File: config.mk
export PLATFORM = sky130hd
export DESIGN_NAME = countdown_display
export DESIGN_NICKNAME = d
export VERILOG_FILES = /design/src/rtl/cd_pkg.sv /design/src/rtl/seg7_decode.sv /design/src/rtl/countdown_display.sv
export SDC_FILE = /design/constraint.sdc
export NUM_CORES = 1
export LEC_CHECK = 0
export BUFFER_PORTS_ARGS = -buffer_cell sky130_fd_sc_hd__clkbuf_2
export CORE_MARGIN = 3
export CORE_UTILIZATION = 51
export DETAILED_ROUTE_END_ITERATION = 8
export GPL_ROUTABILITY_DRIVEN = 0
export PLACE_DENSITY_LB_ADDON = 0.08
export SLEW_MARGIN = 5
export SYNTH_ARGS = -nofsm -noshare
export SYNTH_HDL_FRONTEND = slang
export SYNTH_SLANG_ARGS = --single-unit
File: constraint.sdc
create_clock -name clk -period 2.3 [get_ports clk]
set_input_delay 0.23 -clock clk [delete_from_list [all_inputs] [get_ports clk]]
set_output_delay 0.23 -clock clk [all_outputs]
set_load 0.005 [all_outputs]
File: src/rtl/cd_pkg.sv
// rtl/cd_pkg.sv - shared state encoding and seven-segment patterns for countdown_display
// Purpose: one place for the controller state enum and the BCD-to-segment table.
// Contents: cd_state_t, SEG_0..SEG_9 (bits [6:0] = g..a, active-low), bcd_to_seg().
package cd_pkg;

   typedef enum logic [1:0] {
      ST_IDLE    = 2'd0,
      ST_RUN     = 2'd1,
      ST_PAUSE   = 2'd2,
      ST_EXPIRED = 2'd3
   } cd_state_t;

   localparam logic [6:0] SEG_0 = 7'b1000000;
   localparam logic [6:0] SEG_1 = 7'b1111001;
   localparam logic [6:0] SEG_2 = 7'b0100100;
   localparam logic [6:0] SEG_3 = 7'b0110000;
   localparam logic [6:0] SEG_4 = 7'b0011001;
   localparam logic [6:0] SEG_5 = 7'b0010010;
   localparam logic [6:0] SEG_6 = 7'b0000010;
   localparam logic [6:0] SEG_7 = 7'b1111000;
   localparam logic [6:0] SEG_8 = 7'b0000000;
   localparam logic [6:0] SEG_9 = 7'b0010000;

   // Non-BCD codes cannot reach the decoder (loads saturate to 9); dark is the safe fallback.
   function automatic logic [6:0] bcd_to_seg(input logic [3:0] d);
      logic [6:0] s;
      case (d)
         4'd0:    s = SEG_0;
         4'd1:    s = SEG_1;
         4'd2:    s = SEG_2;
         4'd3:    s = SEG_3;
         4'd4:    s = SEG_4;
         4'd5:    s = SEG_5;
         4'd6:    s = SEG_6;
         4'd7:    s = SEG_7;
         4'd8:    s = SEG_8;
         4'd9:    s = SEG_9;
         default: s = 7'b1111111;
      endcase
      return s;
   endfunction

endpackage

File: src/rtl/seg7_decode.sv
// rtl/seg7_decode.sv - combinational single-digit BCD to seven-segment decoder
// Purpose: maps one BCD digit to active-low segments plus decimal point.
// Ports:
//   i_bcd   in  4  BCD digit
//   i_blank in  1  1 forces the whole digit dark (8'hFF), decimal point included
//   i_dp    in  1  1 lights the decimal point
//   o_hex   out 8  [6:0] segments g..a active-low, [7] decimal point active-low
module seg7_decode (
   input  logic [3:0] i_bcd,
   input  logic       i_blank,
   input  logic       i_dp,
   output logic [7:0] o_hex
);
   import cd_pkg::*;

   always_comb begin
      o_hex = 8'hFF;
      if (!i_blank) begin
         o_hex = {~i_dp, bcd_to_seg(i_bcd)};
      end
   end

endmodule

File: src/rtl/countdown_display.sv
// rtl/countdown_display.sv - BCD countdown timer driving multiplexed-free seven-segment outputs
// Purpose: loadable BCD down-counter with run/pause control, expiry flag and blinking display.
// Ports:
//   clk      in  1          system clock
//   rst_n    in  1          synchronous active-low reset
//   load     in  1          captures load_val (digits >9 stored as 9), returns to idle
//   load_val in  4*DIGITS   BCD value, digit i in [4i+3:4i]
//   start    in  1          begin/resume counting when count != 0
//   pause    in  1          suspend counting
//   count    out 4*DIGITS   current BCD value
//   done     out 1          high while expired
//   hex      out 8*DIGITS   digit i in [8i+7:8i], active-low segments and decimal point
module countdown_display #(
   parameter int DIGITS    = 2,
   parameter int TICK_DIV  = 50_000_000,
   parameter int BLINK_DIV = 12_500_000,
   parameter int DP_POS    = 0,
   parameter int LZ_BLANK  = 1
) (
   input  logic                  clk,
   input  logic                  rst_n,
   input  logic                  load,
   input  logic [4*DIGITS-1:0]   load_val,
   input  logic                  start,
   input  logic                  pause,
   output logic [4*DIGITS-1:0]   count,
   output logic                  done,
   output logic [8*DIGITS-1:0]   hex
);
   import cd_pkg::*;

   localparam int PW = (TICK_DIV  > 1) ? $clog2(TICK_DIV)  : 1;
   localparam int BW = (BLINK_DIV > 1) ? $clog2(BLINK_DIV) : 1;
   localparam logic [PW-1:0] PRESC_MAX = PW'(TICK_DIV - 1);
   localparam logic [BW-1:0] BLINK_MAX = BW'(BLINK_DIV - 1);

   function automatic logic [4*DIGITS-1:0] bcd_sat(input logic [4*DIGITS-1:0] v);
      logic [4*DIGITS-1:0] r;
      r = v;
      for (int i = 0; i < DIGITS; i++) begin
         if (v[4*i +: 4] > 4'd9) r[4*i +: 4] = 4'd9;
      end
      return r;
   endfunction

   // Ripple borrow from digit 0 upward; zero stays zero.
   function automatic logic [4*DIGITS-1:0] bcd_dec(input logic [4*DIGITS-1:0] v);
      logic [4*DIGITS-1:0] r;
      logic                borrow;
      r      = v;
      borrow = (v != '0);
      for (int i = 0; i < DIGITS; i++) begin
         if (borrow) begin
            if (v[4*i +: 4] == 4'd0) begin
               r[4*i +: 4] = 4'd9;
            end else begin
               r[4*i +: 4] = v[4*i +: 4] - 4'd1;
               borrow      = 1'b0;
            end
         end
      end
      return r;
   endfunction

   cd_state_t             r_state;
   cd_state_t             w_state_next;
   logic [4*DIGITS-1:0]   r_count;
   logic [PW-1:0]         r_presc;
   logic [BW-1:0]         r_blink_cnt;
   logic                  r_visible;
   logic [8*DIGITS-1:0]   r_hex;

   logic [4*DIGITS-1:0]   w_count_dec;
   logic                  w_count_nz;
   logic                  w_tick;
   logic                  w_run_step;
   logic [4*DIGITS-1:0]   w_disp_val;
   logic                  w_show;
   logic [DIGITS-1:0]     w_blank;
   logic [DIGITS-1:0]     w_dp;
   logic [8*DIGITS-1:0]   w_hex_next;

   assign w_count_dec = bcd_dec(r_count);
   assign w_count_nz  = (r_count != '0);
   assign w_tick      = (r_presc == PRESC_MAX);
   assign w_run_step  = (r_state == ST_RUN) && !pause && !load;

   always_comb begin
      w_state_next = r_state;
      if (load) begin
         w_state_next = ST_IDLE;
      end else begin
         case (r_state)
            ST_IDLE, ST_PAUSE: begin
               // pause outranks start, so a simultaneous start is dropped
               if (!pause && start && w_count_nz) w_state_next = ST_RUN;
            end
            ST_RUN: begin
               if (pause) begin
                  w_state_next = ST_PAUSE;
               end else if (w_tick && (w_count_dec == '0)) begin
                  w_state_next = ST_EXPIRED;
               end
            end
            default: w_state_next = r_state;
         endcase
      end
   end

   always_ff @(posedge clk) begin
      if (!rst_n) begin
         r_state     <= ST_IDLE;
         r_count     <= '0;
         r_presc     <= '0;
         r_blink_cnt <= '0;
         r_visible   <= 1'b1;
      end else begin
         r_state <= w_state_next;

         if (load) begin
            r_count <= bcd_sat(load_val);
            r_presc <= '0;
         end else if (w_run_step) begin
            if (w_tick) begin
               r_presc <= '0;
               r_count <= w_count_dec;
            end else begin
               r_presc <= r_presc + PW'(1);
            end
         end

         // Blink phase restarts visible on every entry into expiry.
         if ((r_state == ST_EXPIRED) && (w_state_next == ST_EXPIRED)) begin
            if (r_blink_cnt == BLINK_MAX) begin
               r_blink_cnt <= '0;
               r_visible   <= ~r_visible;
            end else begin
               r_blink_cnt <= r_blink_cnt + BW'(1);
            end
         end else begin
            r_blink_cnt <= '0;
            r_visible   <= 1'b1;
         end
      end
      // Decoder inputs already account for reset, so hex lands on the zero image.
      r_hex <= w_hex_next;
   end

   assign w_disp_val = rst_n ? r_count : '0;
   assign w_show     = !rst_n || (r_state != ST_EXPIRED) || r_visible;

   always_comb begin
      logic zero_above;
      w_blank    = '0;
      w_dp       = '0;
      zero_above = 1'b1;
      for (int i = DIGITS - 1; i >= 0; i--) begin
         zero_above = zero_above && (w_disp_val[4*i +: 4] == 4'd0);
         w_blank[i] = !w_show ||
                      ((LZ_BLANK != 0) && zero_above && (i != 0) && (i != DP_POS));
         w_dp[i]    = (i == DP_POS);
      end
   end

   genvar g;
   generate
      for (g = 0; g < DIGITS; g++) begin : g_digit
         seg7_decode u_seg (
            .i_bcd   (w_disp_val[4*g +: 4]),
            .i_blank (w_blank[g]),
            .i_dp    (w_dp[g]),
            .o_hex   (w_hex_next[8*g +: 8])
         );
      end
   endgenerate

   assign count = r_count;
   assign done  = (r_state == ST_EXPIRED);
   assign hex   = r_hex;

endmodule

==> flow_summary.json <==
{
  "status": "complete, no violations",
  "critPathRequiredTime_ns": 2.57,
  "slew-limit-headroom_pct": 60.59,
  "synth.avg_cell_area_um2": 8.332,
  "p_total_mw": 2.583,
  "cts_buffers": 9,
  "whs_ns": 0.1608,
  "startpoint": "r_presc[25]$_SDFFE_PP0P_",
  "htree_num_levels": 3,
  "final_area_mm2": 0.004367,
  "min-delay-path-class": "in2reg",
  "r2r-start": "r_presc[25]$_SDFFE_PP0P_",
  "endpoint_kind": "register",
  "static-leakage-power_nw": 1.655,
  "synth_xor_area_share_pct": 11.24,
  "grt-ovfl-total": 0,
  "num_rows": 30,
  "synth_edf_count": 0,
  "wl_met3_um": 318,
  "synth_seq_cells": 76,
  "crit_buf_inv": 1,
  "synthTopCellsByCount": "dfxtp_1, nor2_1, nand2_1",
  "cp_slowest_cell": "or4_4",
  "fillers": 628,
  "yosysMostFrequentCell": "dfxtp_1",
  "syn2layout_area_growth_pct": 16.72,
  "whs_path_depth": 3,
  "finalSetupViolCount": 0,
  "cpPeakStageDelay_ns": 0.58,
  "slew_violations": 0,
  "tns_ns": 0,
  "tightestPinTransition_ns": 0.5895,
  "hpwl_um": 5548,
  "die_h_um": 91.65,
  "clock_latency_ns": 0.35,
  "cts-hold-fix-buffers": 0,
  "grt_usage_pct": 19.06,
  "vias": 3249,
  "synthFlopType": "dfxtp_1",
  "synth_top_area_share_pct": 40.67,
  "placed_area_mm2": 0.004163,
  "dr.pass1.iters": 4,
  "synth_compound_area_share_pct": 10.43,
  "fin_crit_sh_pct": 97.77,
  "ys_types": 55,
  "ioPinCount": 38,
  "initial_core_util_pct": 53.87,
  "finalHoldViolCount": 0,
  "synth_top_family_by_area": "simple AND/OR/NAND/NOR gates",
  "cp.arrival_ns": 2.52,
  "drtIter0Drc": 98,
  "cts_tree": "yes",
  "yosys.area_share.simple_pct": 27.83,
  "port_buffers": 36,
  "die_w_um": 91.65,
  "wl_met2_um": 3546,
  "coreArea_mm2": 0.006944,
  "worst-path-max-fanout": 6,
  "critPathKind": "reg2reg",
  "timing.fmax_mhz": 444.7,
  "synth_adder_area_share_pct": 4.013,
  "r2r_setup_slack_ns": 0.05,
  "utilization_pct": 62.88,
  "cts_resized": 0,
  "antenna_left": 0,
  "clock_path_buffers": 2,
  "clock-sinks": 76,
  "post_drt_wl_per_cell_um": 12.71,
  "critical_path.cell_chain": "nor4bb_2 -> nand4_1 -> or4_4 -> buf_4 -> or4_1 -> o211ai_1",
  "muxShareOfSynthArea_pct": 0.8027,
  "r2r_end": "count[1]$_SDFFE_PN0P_",
  "die_area_mm2": 0.008399,
  "drv_cap": 0,
  "grt_pass1_vias": 3013,
  "synthArstFlopShare_pct": 0,
  "power.density_mw_per_mm2": 591.6,
  "antenna_found_initial": 0,
  "n_antenna_cell": 0,
  "drc": 0,
  "finClkSkew_ns": 0.01247,
  "grt_max_degree": 24,
  "crit_family": "simple AND/OR/NAND/NOR gates",
  "fin_nets": 528,
  "yosysSeqAreaShare_pct": 40.67,
  "cts_setup_buffers": 0,
  "yosys.area.top_type": "dfxtp_1",
  "ys_top_cells_by_area": "dfxtp_1, nor2_1, xnor2_1",
  "crit_path_end": "count[1]$_SDFFE_PN0P_",
  "fin_crit_ns": 2.249,
  "grt_pass1_wl_um": 13250,
  "peakVddDrop_mv": 0.3109,
  "yosys_warnings": 0,
  "start_kind": "register",
  "drive_gt1_share_pct": 17.52,
  "routed_wl_um": 7675,
  "m1WireLength_um": 3726,
  "highest_layer": "met4",
  "vias_per_cell": 5.379,
  "syn_inst": 449,
  "worstRegToRegCells": 6,
  "synth_area_mm2": 0.003741,
  "synth_fp_nets": 474,
  "critical_path_cell_count": 6,
  "clk_pin_slew_ns": 0.08,
  "root_buffer": "clkbuf_8"
}
==> layer usage <==
metal | track usage [%] | vias to the layer above
li1 | - | 1662
met1 | 24.83 | 1534
met2 | 30.92 | 46
met3 | 4.676 | 7
met4 | 6.281 | 0
met5 | 0 | -
==> worst register-to-register path: cells and delay by family (launching register included) <==
| kind | cells | cell delay, ns |
|---|---|---|
| buffers and inverters | 1 | 0.18 |
| flip-flops | 1 | 0.34 |
| AO/OA/AOI/OAI | 1 | 0.10 |
| AND/OR/NAND/NOR | 4 | 1.55 |
==> sequential cells by signal, indices dropped and copies added, names as in the netlist <==
register and count:
hex 15, r_blink_cnt 24, r_visible 1, r_state 2, r_presc 26, count 8
==> stage by stage <==
step	instances	setup slack [ns]
after CTS	604	0.009220
after global placement	588	0.09759
after detailed placement	588	0.04275
after global routing	604	-0.05252
final	604	0.05124
after floorplan	449	0.2254
==> layout make-up <==
cell class              instances  area, um2  share of cell area, %
repair buffers                 64      402.9                  9.226
flip-flops and latches         76       1521                  34.84
clock inverters                 5      62.56                  1.433
well taps                      96      120.1                  2.751
multi-input cells             330       2046                  46.85
clock buffers                  11      131.4                  3.009
inverters                      22      82.58                  1.891
==> where the power goes <==
part	internal [mW]	switching, mW
registers	1.35	0.0198
clock network	0.505	0.486
logic	0.0979	0.125
total	1.95	0.631
==> cell usage in the layout (no fill, tap or decap), types with 2 or more instances in the layout <==
cell type    n
o21ai_0     17
or2_2        2
xor2_1      22
ha_1        12
nor4_1       7
dfxtp_1     76
nand4_1     13
o211ai_1     6
nor3_1      17
clkbuf_2    36
nor2b_1      4
buf_4       27
nand2_1     38
nor4b_1      2
or3_1        3
o31ai_1      3
mux2i_1      3
and4_1       4
a311oi_1     2
or4_1        2
clkbuf_1     2
clkinv_4     2
clkinvlp_4   2
nand3_1     24
a21oi_1     11
o21a_1       2
or4_4        2
a31oi_1      4
o31a_1       3
inv_1       22
clkbuf_8     9
and3_1       4
xnor2_1     26
nor4_2       2
nor2_1      73
==> logic make-up after synthesis <==
| logic type | after synthesis |
|---|---|
| xor gates and xnor gates | 48 |
| muxes | 3 |
| buffers and inverters | 43 |
| DFF | 76 |
| and+or+nand+nor | 207 |
| AOI/OAI and AO/OA | 59 |
| other | 1 |
| adders and majority gates | 12 |
==> how the worst min path moves through the flow <==
stage | from | endpoint
after floorplan | load_val[3] | count[3]$_SDFFE_PN0P_
after global placement | r_blink_cnt[0]$_SDFF_PP0_ | r_blink_cnt[0]$_SDFF_PP0_
after detailed placement | r_blink_cnt[0]$_SDFF_PP0_ | r_blink_cnt[0]$_SDFF_PP0_
after CTS | load_val[3] | count[3]$_SDFFE_PN0P_
after global routing | load_val[3] | count[3]$_SDFFE_PN0P_
final | load_val[3] | count[3]$_SDFFE_PN0P_
Power figures use the tool's default switching activity.
